**src/rtl/adder_pkg.sv**
```systemverilog
// Shared widths and segment geometry for the pipelined mantissa adder.
package adder_pkg;

  // Default mantissa/product sum width shared with the multiplier datapath.
  localparam int MANT_SUM_W      = 36;
  localparam int MANT_SUM_STAGES = 3;

  // Width of segment k: ceil(width/stages) bits, the last segment takes the remainder.
  function automatic int seg_width(input int width, input int stages, input int k);
    int seg;
    seg = (width + stages - 1) / stages;
    return (k == stages - 1) ? (width - (stages - 1) * seg) : seg;
  endfunction

  // Bit position of the least significant bit of segment k.
  function automatic int seg_lsb(input int width, input int stages, input int k);
    int seg;
    seg = (width + stages - 1) / stages;
    return k * seg;
  endfunction

endpackage

```
**src/rtl/adder_seg.sv**
```systemverilog
// Registered carry-chained segment adder: one slice of the wide sum per clock.
module adder_seg #(
  parameter int SEG_W = 12
) (
  input  logic             clk,
  input  logic             rst_n,
  input  logic             en,
  input  logic [SEG_W-1:0] a_seg,
  input  logic [SEG_W-1:0] b_seg,
  input  logic             c_in,
  output logic [SEG_W-1:0] s_seg,
  output logic             c_out
);

  logic [SEG_W:0] total;

  assign total = {1'b0, a_seg} + {1'b0, b_seg} + {{SEG_W{1'b0}}, c_in};

  // Capture the slice sum and its carry whenever the pipe advances.
  always_ff @(posedge clk or negedge rst_n) begin
    if (!rst_n) begin
      s_seg <= '0;
      c_out <= 1'b0;
    end else if (en) begin
      s_seg <= total[SEG_W-1:0];
      c_out <= total[SEG_W];
    end
  end

endmodule

```
**src/rtl/pipelined_adder_sub.sv**
```systemverilog
// Pipelined two's-complement adder/subtractor with valid/ready backpressure.
// Segment k of the sum is produced in stage k; operands ride ahead in skew
// registers and finished segments ride behind in de-skew registers so that
// the last stage presents a complete, aligned result.
module pipelined_adder_sub
  import adder_pkg::*;
#(
  parameter int WIDTH  = MANT_SUM_W,
  parameter int STAGES = MANT_SUM_STAGES
) (
  input  logic             clk,
  input  logic             rst_n,
  input  logic             in_valid,
  output logic             in_ready,
  input  logic [WIDTH-1:0] a,
  input  logic [WIDTH-1:0] b,
  input  logic             cin,
  input  logic             sub,
  output logic             out_valid,
  input  logic             out_ready,
  output logic [WIDTH-1:0] sum,
  output logic             cout,
  output logic             ovf
);

  localparam logic [WIDTH-1:0] ONE = WIDTH'(1);

  // Mask of the last segment, used to merge it with the de-skewed low part.
  localparam int              LAST_W    = seg_width(WIDTH, STAGES, STAGES - 1);
  localparam int              LAST_LSB  = seg_lsb(WIDTH, STAGES, STAGES - 1);
  localparam logic [WIDTH-1:0] LAST_MASK = ((ONE << LAST_W) - ONE) << LAST_LSB;

  logic              stall;
  logic              advance;
  logic [WIDTH-1:0]  bx_in;
  logic              c0;
  logic [STAGES-1:0] valid_reg;
  logic [STAGES-1:0] carry;
  logic [WIDTH-1:0]  seg_sum;

  // Per-stage operand and partial-sum words entering each stage register.
  logic [WIDTH-1:0]  a_src       [STAGES];
  logic [WIDTH-1:0]  bx_src      [STAGES];
  logic [WIDTH-1:0]  sum_src     [STAGES];
  logic              c_src       [STAGES];
  logic [WIDTH-1:0]  a_skew_reg  [STAGES];
  logic [WIDTH-1:0]  bx_skew_reg [STAGES];
  logic [WIDTH-1:0]  sum_dsk_reg [STAGES];

  // Subtraction is a + ~b + 1, so the carry-in is forced when sub is set.
  assign bx_in = sub ? ~b : b;
  assign c0    = sub ? 1'b1 : cin;

  // The whole pipe freezes while a result waits; in_ready follows out_ready combinationally.
  assign out_valid = valid_reg[STAGES-1];
  assign stall     = out_valid && !out_ready;
  assign advance   = !stall;
  assign in_ready  = !stall;

  for (genvar gi = 0; gi < STAGES; gi++) begin : g_stage
    localparam int W_K = seg_width(WIDTH, STAGES, gi);
    localparam int LSB = seg_lsb(WIDTH, STAGES, gi);

    if (gi == 0) begin : g_first
      assign a_src[gi]   = a;
      assign bx_src[gi]  = bx_in;
      assign c_src[gi]   = c0;
      assign sum_src[gi] = '0;
    end else begin : g_rest
      localparam int               PREV_W    = seg_width(WIDTH, STAGES, gi - 1);
      localparam int               PREV_LSB  = seg_lsb(WIDTH, STAGES, gi - 1);
      localparam logic [WIDTH-1:0] PREV_MASK = ((ONE << PREV_W) - ONE) << PREV_LSB;

      assign a_src[gi]   = a_skew_reg[gi-1];
      assign bx_src[gi]  = bx_skew_reg[gi-1];
      assign c_src[gi]   = carry[gi-1];
      // Fold the segment finished by the previous stage into the de-skew word.
      assign sum_src[gi] = (sum_dsk_reg[gi-1] & ~PREV_MASK) | (seg_sum & PREV_MASK);
    end

    adder_seg #(
      .SEG_W(W_K)
    ) u_seg (
      .clk   (clk),
      .rst_n (rst_n),
      .en    (advance),
      .a_seg (a_src[gi][LSB +: W_K]),
      .b_seg (bx_src[gi][LSB +: W_K]),
      .c_in  (c_src[gi]),
      .s_seg (seg_sum[LSB +: W_K]),
      .c_out (carry[gi])
    );
  end

  // Shift valid bits, skewed operands and de-skewed partial sums one stage per advance.
  always_ff @(posedge clk or negedge rst_n) begin
    if (!rst_n) begin
      valid_reg <= '0;
      for (int k = 0; k < STAGES; k++) begin
        a_skew_reg[k]  <= '0;
        bx_skew_reg[k] <= '0;
        sum_dsk_reg[k] <= '0;
      end
    end else if (advance) begin
      valid_reg[0] <= in_valid;
      for (int k = 1; k < STAGES; k++) begin
        valid_reg[k] <= valid_reg[k-1];
      end
      for (int k = 0; k < STAGES; k++) begin
        a_skew_reg[k]  <= a_src[k];
        bx_skew_reg[k] <= bx_src[k];
        sum_dsk_reg[k] <= sum_src[k];
      end
    end
  end

  // Last stage: merge its own segment with the de-skewed lower segments.
  assign sum  = (sum_dsk_reg[STAGES-1] & ~LAST_MASK) | (seg_sum & LAST_MASK);
  assign cout = carry[STAGES-1];
  // Carry into the MSB is recovered from the MSB operand bits and the MSB sum bit.
  assign ovf  = cout ^ a_skew_reg[STAGES-1][WIDTH-1] ^ bx_skew_reg[STAGES-1][WIDTH-1]
              ^ sum[WIDTH-1];

endmodule

```
**config.mk**
```make
export PLATFORM = sky130hd
export DESIGN_NAME = pipelined_adder_sub
export DESIGN_NICKNAME = d
export VERILOG_FILES = /design/src/rtl/adder_pkg.sv /design/src/rtl/adder_seg.sv /design/src/rtl/pipelined_adder_sub.sv
export SDC_FILE = /design/constraint.sdc
export NUM_CORES = 1
export LEC_CHECK = 0
export ABC_AREA = 0
export CORE_UTILIZATION = 59
export DETAILED_ROUTE_END_ITERATION = 10
export PLACE_DENSITY_LB_ADDON = 0.2
export SLEW_MARGIN = 25
export SYNTH_ARGS = -nofsm -noshare
export SYNTH_HDL_FRONTEND = slang
export SYNTH_SLANG_ARGS = --single-unit
```
**constraint.sdc**
```tcl
create_clock -name clk -period 4.6 [get_ports clk]
set_clock_uncertainty 0.1 [all_clocks]
set_input_delay 0.92 -clock clk [delete_from_list [all_inputs] [get_ports clk]]
set_output_delay 0.92 -clock clk [all_outputs]
set_load 0.02 [all_outputs]
```
## Word-level counts from Yosys, hierarchy flattened

Index checks and enable logic that the tools add are counted.

- Mux-type cells: 2
- Add/sub/neg operators: 6
- Reductions and logical operators: 3
- Bitwise gates (word level): 6

Operator list:

| kind | number |
|---|---|
| $add 12x12->13 | 3 |
| $add 13x1->13 | 3 |
| $mux 36 | 1 |
| $not 36->36 | 1 |
| $or 24x36->36 | 1 |
| $or 12x24->24 | 1 |
| $xor 1x1->1 | 3 |
| $logic_not 1->1 | 2 |
| $logic_and 1x1->1 | 1 |
| $mux 1 | 1 |

- Register bits: 294
- Output and inout port bits: 40
- Input bits: 78

## Longest topological paths before layout

Gate-level depths: netlist (run 1).

- Word-level depth: 4
- Mapped depth: 11
- Depth with buffers taken out: 9

## Cells and area by module

Synthesis (run 1) repeated with hierarchy kept, for this count alone.

- Cell total of the unflattened synthesis: 650
- Area, all modules: 8506.9 µm²

Modules (own cells, without submodules):

| module | sequential area each (µm²) | cells an instance | times used | area each (µm²) |
|---|---|---|---|---|
| pipelined_adder_sub | 2827.7 | 308 | 1 | 5241.3 |
| adder_seg | 325.3 | 114 | 3 | 1088.5 |

## Worst setup path before layout (run 1)

OpenSTA, ideal clock, no wires.

- Path kind: input -> register
- Start point: input port sub
- End point: register g_stage[0].u_seg.s_seg[10]
- Setup time: 0.096 ns
- Arrival time: 3.124 ns
- Stages: 11
- Data required time: 4.404 ns
- Buffers on the path: 2
- Path slack: 1.281 ns
- Cell sequence: buf_2 > buf_2 > xor2_1 > fa_1 > inv_1 > fa_1 > nand2b_1 > a21oi_1 > o211ai_1 > and3_1 > o31ai_1

- Cells in the longest elaborated chain, start to end: 3
- Elaborated cells between the ends (all ways): 4
- Those cells by class: add/sub: 2; mux: 2

Ends and longest elaborated chain:

| item | RTL line | text |
|---|---|---|
| start, declared | pipelined_adder_sub.sv:18 | `input logic sub,` |
| $mux 36 | pipelined_adder_sub.sv:51 | `assign bx_in = sub ? ~b : b;` |
| $add 12x12->13 | adder_seg.sv:17 | `assign total = {1'b0, a_seg} + {1'b0, b_seg} + {{SEG_W{1'b0}}, c_in};` |
| $add 13x1->13 (*) | adder_seg.sv:17 |  |
| end signal, assigned | adder_seg.sv:25 | `s_seg <= total[SEG_W-1:0];` |
| end, declared | adder_seg.sv:11 | `output logic [SEG_W-1:0] s_seg,` |

Mark *: on every way between the ends. The rest lies on a longest branch, timed or not.
A chain may end at the register's enable or synchronous reset.

## Final worst setup path (run 1)

- Start point: input port out_ready
- End point: output port in_ready

- Cells in the longest elaborated chain, start to end: 3

Ends and longest elaborated chain:

| item | RTL line | text |
|---|---|---|
| start, declared | pipelined_adder_sub.sv:20 | `input logic out_ready,` |
| $logic_not 1->1 | pipelined_adder_sub.sv:56 | `assign stall = out_valid && !out_ready;` |
| $logic_and 1x1->1 | pipelined_adder_sub.sv:56 |  |
| $logic_not 1->1 | pipelined_adder_sub.sv:58 | `assign in_ready = !stall;` |
| end, declared | pipelined_adder_sub.sv:14 | `output logic in_ready,` |

Every way passes these cells.

==> results of run 1 <==
[where the power goes]
part	internal, mW	leakage (nW)	switching [mW]
combinational	1.12	2.38	1.50
clock	0.943	0.296	0.564
sequential	1.87	1.82	0.325
[cell families after synthesis]
group / after synthesis
AND/OR/NAND/NOR: 396
flip-flops: 152
AO/OA/AOI/OAI: 140
buffers and inverters: 76
XOR/XNOR: 56
adder cells (fa/ha/maj): 39
multiplexers: 7
[final cells by class]
class | count | area [sq um] | area share [%]
flip-flops and latches | 152 | 3800 | 40.1
multi-input cells | 638 | 3540 | 37.3
repair buffers | 123 | 1230 | 13.0
clock buffers | 19 | 453 | 4.78
well taps | 172 | 215 | 2.27
clock inverters | 13 | 194 | 2.05
inverters | 11 | 43.8 | 0.462
[through the flow]
step,power (mW),std cells
after CTS,6.32,1128
after global routing,6.75,1128
final,6.32,1128
after global placement,4.64,1096
after floorplan,4.03,866
after detailed placement,4.77,1096
[worst max-delay path by stage]
stage	from	end	slack (ns)	cells past startpoint
floorplan	sub	g_stage[0].u_seg.s_seg[10]	1.28	11
CTS	out_ready	in_ready	1.33	4
detailed placement	b[0]	g_stage[0].u_seg.s_seg[10]	1.04	10
finish	out_ready	in_ready	1.33	4
global route	b[0]	g_stage[0].u_seg.s_seg[10]	1.28	10
global placement	out_ready	bx_skew_reg[100]	1.15	5
[metal layers]
layer / global-route usage, % / part of all wire, % / vias to the layer above
li1: - / - / 2980
met1: 33.3 / 41 / 2933
met2: 47.0 / 51 / 214
met3: 5.40 / 5.0 / 49
met4: 11.7 / 2.8 / 0
met5: 0 / 0 / -
[cells in the final DEF (no fill, tap or decap), types with 2 or more instances in the layout]
cell / n
a211o_1: 2
a211oi_1: 5
a21o_1: 7
a21oi_1: 51
a311oi_1: 2
a31oi_1: 2
and2_1: 2
and3_1: 4
buf_4: 4
buf_6: 2
bufinv_16: 4
clkbuf_16: 17
clkbuf_8: 2
clkdlybuf4s50_1: 115
clkinvlp_4: 6
dfrtp_1: 152
fa_1: 6
ha_1: 33
inv_1: 10
mux2i_1: 6
nand2_1: 325
nand2b_1: 3
nand3_1: 10
nand3b_1: 2
nand4_1: 2
nor2_1: 30
nor3b_1: 7
nor4_1: 3
o211a_1: 2
o211ai_1: 6
o21a_1: 3
o21ai_0: 13
o21ai_1: 33
o31ai_1: 2
o31ai_2: 2
or3_1: 3
xnor2_1: 31
xor2_1: 25
==> flow_summary.toml, run 1 <==
[timing]
rsz0062_at_grt = "no"
fmax_mhz = 306
tns_ns = 0
tightestPinTransition_ns = 0.933
slew_viol_final = 0
finalCriticalPeriod_ns = 3.27
fin_crit_sh_pct = 71.1
slew_headroom_pct = 37.8
finalSetupViolCount = 0
worst_slack_ns = 1.33
whs_ns = 0.364
finalHoldViolCount = 0

[logic_synthesis]
synth-simple-area-share_pct = 20.6
synthFlopType = "dfrtp_1"
ys_types = 53
synthAdderAreaFrac_pct = 6.88
avgSynthCellArea_sq_um = 8.94
synth.most_common_cell = "nand2_1"
synth_area_leader_cell = "dfrtp_1"
synthTopCellsByArea = "dfrtp_1, nand2_1, ha_1"
synth_top_area_share_pct = 49.1
syn_area_sq_um = 7740
synth_common_cells = "nand2_1, dfrtp_1, a21oi_1"
yosysSeqAreaShare_pct = 49.1
synth.mux.area_fraction_pct = 0.921
synth_cells = 866
synth-edff-count = 0
synth_xor_area_share_pct = 6.33
ys_ff_latch = 152
ys_warn_count = 0
synth_compound_area_share_pct = 10.9
synth_top_family_by_area = "simple AND/OR/NAND/NOR gates"
syn-num-nets = 983
synthArstFlopShare_pct = 100

[floorplanning]
die-height_um = 117
start_util_pct = 60.9
ioPinCount = 118
die_area_sq_um = 13600
die_w_um = 117
num_rows = 41
core_sq_um = 12700

[grt]
grt_pass1_wl_um = 28500
gr-total-overflow = 0
gr-usage-all-layers_pct = 27.2
grt_start_max_net_pins = 147
antenna_found_initial = 0
grt_pass1_vias = 6069

[clock_network]
numCtsBuffers = 17
cts-htree-levels = 4
cts.sinks = 152
clk_path_buf_depth = 2
post-cts-setup-buffers = 0
path_clk_slew_ns = 0.06
cts_hold_repair.buffers = 0
cts-root-buf = "clkbuf_16"
clk_latency_ns = 0.42
cts_resized = 0
cts_tree = "built"

[layout]
area_growth_pct = 22.3
nets = 1060
nFillCells = 964
final_util_pct = 74.5
postLayoutCellArea_sq_um = 9480
drive_above_1_share_pct = 4.92
num_antenna_cells = 0

[power_and_ir_drop]
irDropWorstVdd_mv = 0.365
leakagePower_nw = 4.49
power.density_nw_per_um2 = 667

[place]
dpl.hpwl_um = 11400
gp_congestion = 0.874
place_area_sq_um = 8820
numPortBuffers = 117
pre_cts_ws_ns = 1.04

[routing]
route.detailed.drc = 0
first_iter_violations = 590
ant_nets = 0
wirelength_um = 17000
num_vias = 6176
via_per_inst = 5.48
first_pass_iters = 6
wire_per_inst_um = 15.1

[worst_hold_path]
hold_path_class = "reg -> reg"
hold_end = "valid_reg[2]"
worstHoldPathCells = 1
min-delay-start = "valid_reg[1]"

[setup_path]
crit_fanout = 2
start_kind = "input port"
worst_path_max_delay_cell = "clkdlybuf4s50_1"
crit_top_cell = "clkdlybuf4s50_1"
crit_chain = "clkdlybuf4s50_1 -> and2b_4 -> inv_4 -> clkdlybuf4s50_1"
critPathCaptureType = "primary output"
rrSetupSlack_ns = 1.85
slowest_delay_ns = 0.60
crit_type = "in -> out"
reg2reg_depth = 7
cp_data_required_time_ns = 3.58
crit_family = "buffers and inverters"
reg2reg_from = "a_skew_reg[60]"
cp_num_buf_inv = 3
r2r_end = "g_stage[2].u_seg.s_seg[6]"
arrival_ns = 2.25

[status]
status = "complete, no violations"

[flow_run]
maxCapViolCount = 0
Note: power is estimated with default switching activity, not from simulation.
==> run 2, diff against run 1 <==
Settings changed: CORE_UTILIZATION 59 to 49.
Clock period 4.6 ns to 3 ns, I/O delays scaled along.
==> flow_summary.toml, run 2 (synthesis gave the netlist of run 1 again) <==
[timing]
rsz0062_at_grt = "no"
tns_ns = 0
fin_crit_sh_pct = 93.2
fmax_mhz = 358
slew_viol_final = 0
finalSetupViolCount = 0
finalCriticalPeriod_ns = 2.80
finalHoldViolCount = 0
slew_headroom_pct = 65.2
tightestPinTransition_ns = 0.522

[grt]
grtUsageMet2_pct = 33.8
grt_busiest_layer = "met2"
use_met3_pct = 5.47
grt_pass1_vias = 5702
gr-total-overflow = 0
grtUsageMet1_pct = 27.1
grt_pass1_wl_um = 26600
grt_start_max_net_pins = 115
antenna_found_initial = 0
gr-usage-all-layers_pct = 20.8

[layout]
nets = 1069
postLayoutCellArea_sq_um = 9580
area_growth_pct = 23.7
final_common_cell = "nand2_1"
num_antenna_cells = 0
layout_common_cells = "nand2_1, dfrtp_1, clkdlybuf4s50_1, a21oi_1"
drive_above_1_share_pct = 5.80

[routing]
num_vias = 5863
ant_nets = 0
wire_per_inst_um = 13.1
via_per_inst = 4.99
first_iter_violations = 304
first_pass_iters = 4
wirelength_um = 15400
route.detailed.drc = 0

[clock_network]
cts_hold_repair.buffers = 0
cts_resized = 0
numCtsBuffers = 17
cts-htree-levels = 4
clk_path_buf_depth = 2
cts_tree = "built"
path_clk_slew_ns = 0.07
post-cts-setup-buffers = 0
cts.sinks = 152
clk_latency_ns = 0.42
cts-root-buf = "clkbuf_16"

[place]
numPortBuffers = 117
gp_congestion = 0.815
place_area_sq_um = 8970
dpl.hpwl_um = 10600

[setup_path]
critPathCaptureType = "register"
cp_data_required_time_ns = 3.23
reg2reg_depth = 7
start_kind = "input port"
arrival_ns = 3.02
crit_type = "in -> reg"
crit_fanout = 3

[status]
status = "complete, no violations"

[worst_hold_path]
hold_path_class = "in -> async"

[power_and_ir_drop]
seq_power_share_pct = 35.3
netSwitchingFraction_pct = 36.9
power.density_nw_per_um2 = 981
p_switching_mw = 3.47
internal_power_mw = 5.93
p_clk_share_pct = 23.2
leakagePower_nw = 4.53
irDropWorstVdd_mv = 0.531
p_comb_share_pct = 41.4

[floorplanning]
core_sq_um = 15300
die-height_um = 128
die_w_um = 128
die_area_sq_um = 16300
ioPinCount = 118
num_rows = 45
start_util_pct = 50.6

[flow_run]
maxCapViolCount = 0
==> run 2: cell types whose count changed in the layout (fill, tap and decap cells not counted) <==
cell,change
buf_12,+2
clkinv_4,+1
inv_8,-1
buf_4,+8
bufinv_16,-1
clkinvlp_4,-1
clkinv_2,+2
inv_6,+1
clkbuf_8,-1
buf_6,-1
==> run 2: area by class of cell <==
class,instances,area [sq um]
well taps,211,264
repair buffers,132,1320
clock buffers,18,439
fillers,1386,5740
inverters,11,43.8
multi-input cells,638,3540
flip-flops and latches,152,3800
clock inverters,14,173
==> run 2: metal layers <==
layer / part of all wire, % / wire [um]
met1: 47 / 7250
met2: 47 / 7290
met3: 3.9 / 604
met4: 1.7 / 255
met5: 0 / 0
==> run 2: path summary, 6_finish.rpt <==
path / startpoint / slack (ns) / to
max: b[0] / 0.20 / g_stage[0].u_seg.s_seg[10]
min: rst_n / 0.03 / a_skew_reg[85]
max reg2reg: a_skew_reg[60] / 0.43 / g_stage[2].u_seg.s_seg[8]
min reg2reg: sum_dsk_reg[1] / 0.36 / sum_dsk_reg[1]
max in group asynchronous: rst_n / 1.94 / g_stage[2].u_seg.s_seg[9]
min in group clk: sum_dsk_reg[1] / 0.36 / sum_dsk_reg[1]
==> run 2: worst max-delay path, stage by stage <==
cell	delay, ns
clkdlybuf4s50_1	0.47
xor2_1	0.27
fa_1	0.26
inv_1	0.06
fa_1	0.38
nand2b_1	0.17
a21oi_1	0.26
o211ai_1	0.19
and3_1	0.20
o31ai_1	0.17
==> run 2: through the flow <==
step / total power, mW / cells / utilization (%) / hold WS (ns) / setup WS (ns)
6_report: 9.40 / 1176 / 62.5 / 0.0264 / 0.205
3_5_place_dp: 7.27 / 1144 / 58.5 / 0.353 / -0.177
5_1_grt: 10.1 / 1176 / 62.5 / 0.0625 / 0.0844
4_1_cts: 9.50 / 1176 / 62.5 / 0.0414 / 0.260
3_3_place_gp: 7.19 / 1144 / 58.5 / 0.342 / -0.103
2_1_floorplan: 6.18 / 866 / - / 0.204 / 0.000720
==> run 2: power groups by stage <==
stage	logic, mW	registers (mW)	clock network, mW
detailed placement	3.92	3.36	0
finish	3.89	3.32	2.19
floorplan	2.82	3.36	0
CTS	3.94	3.33	2.23
global placement	3.85	3.34	0
global route	4.37	3.43	2.32
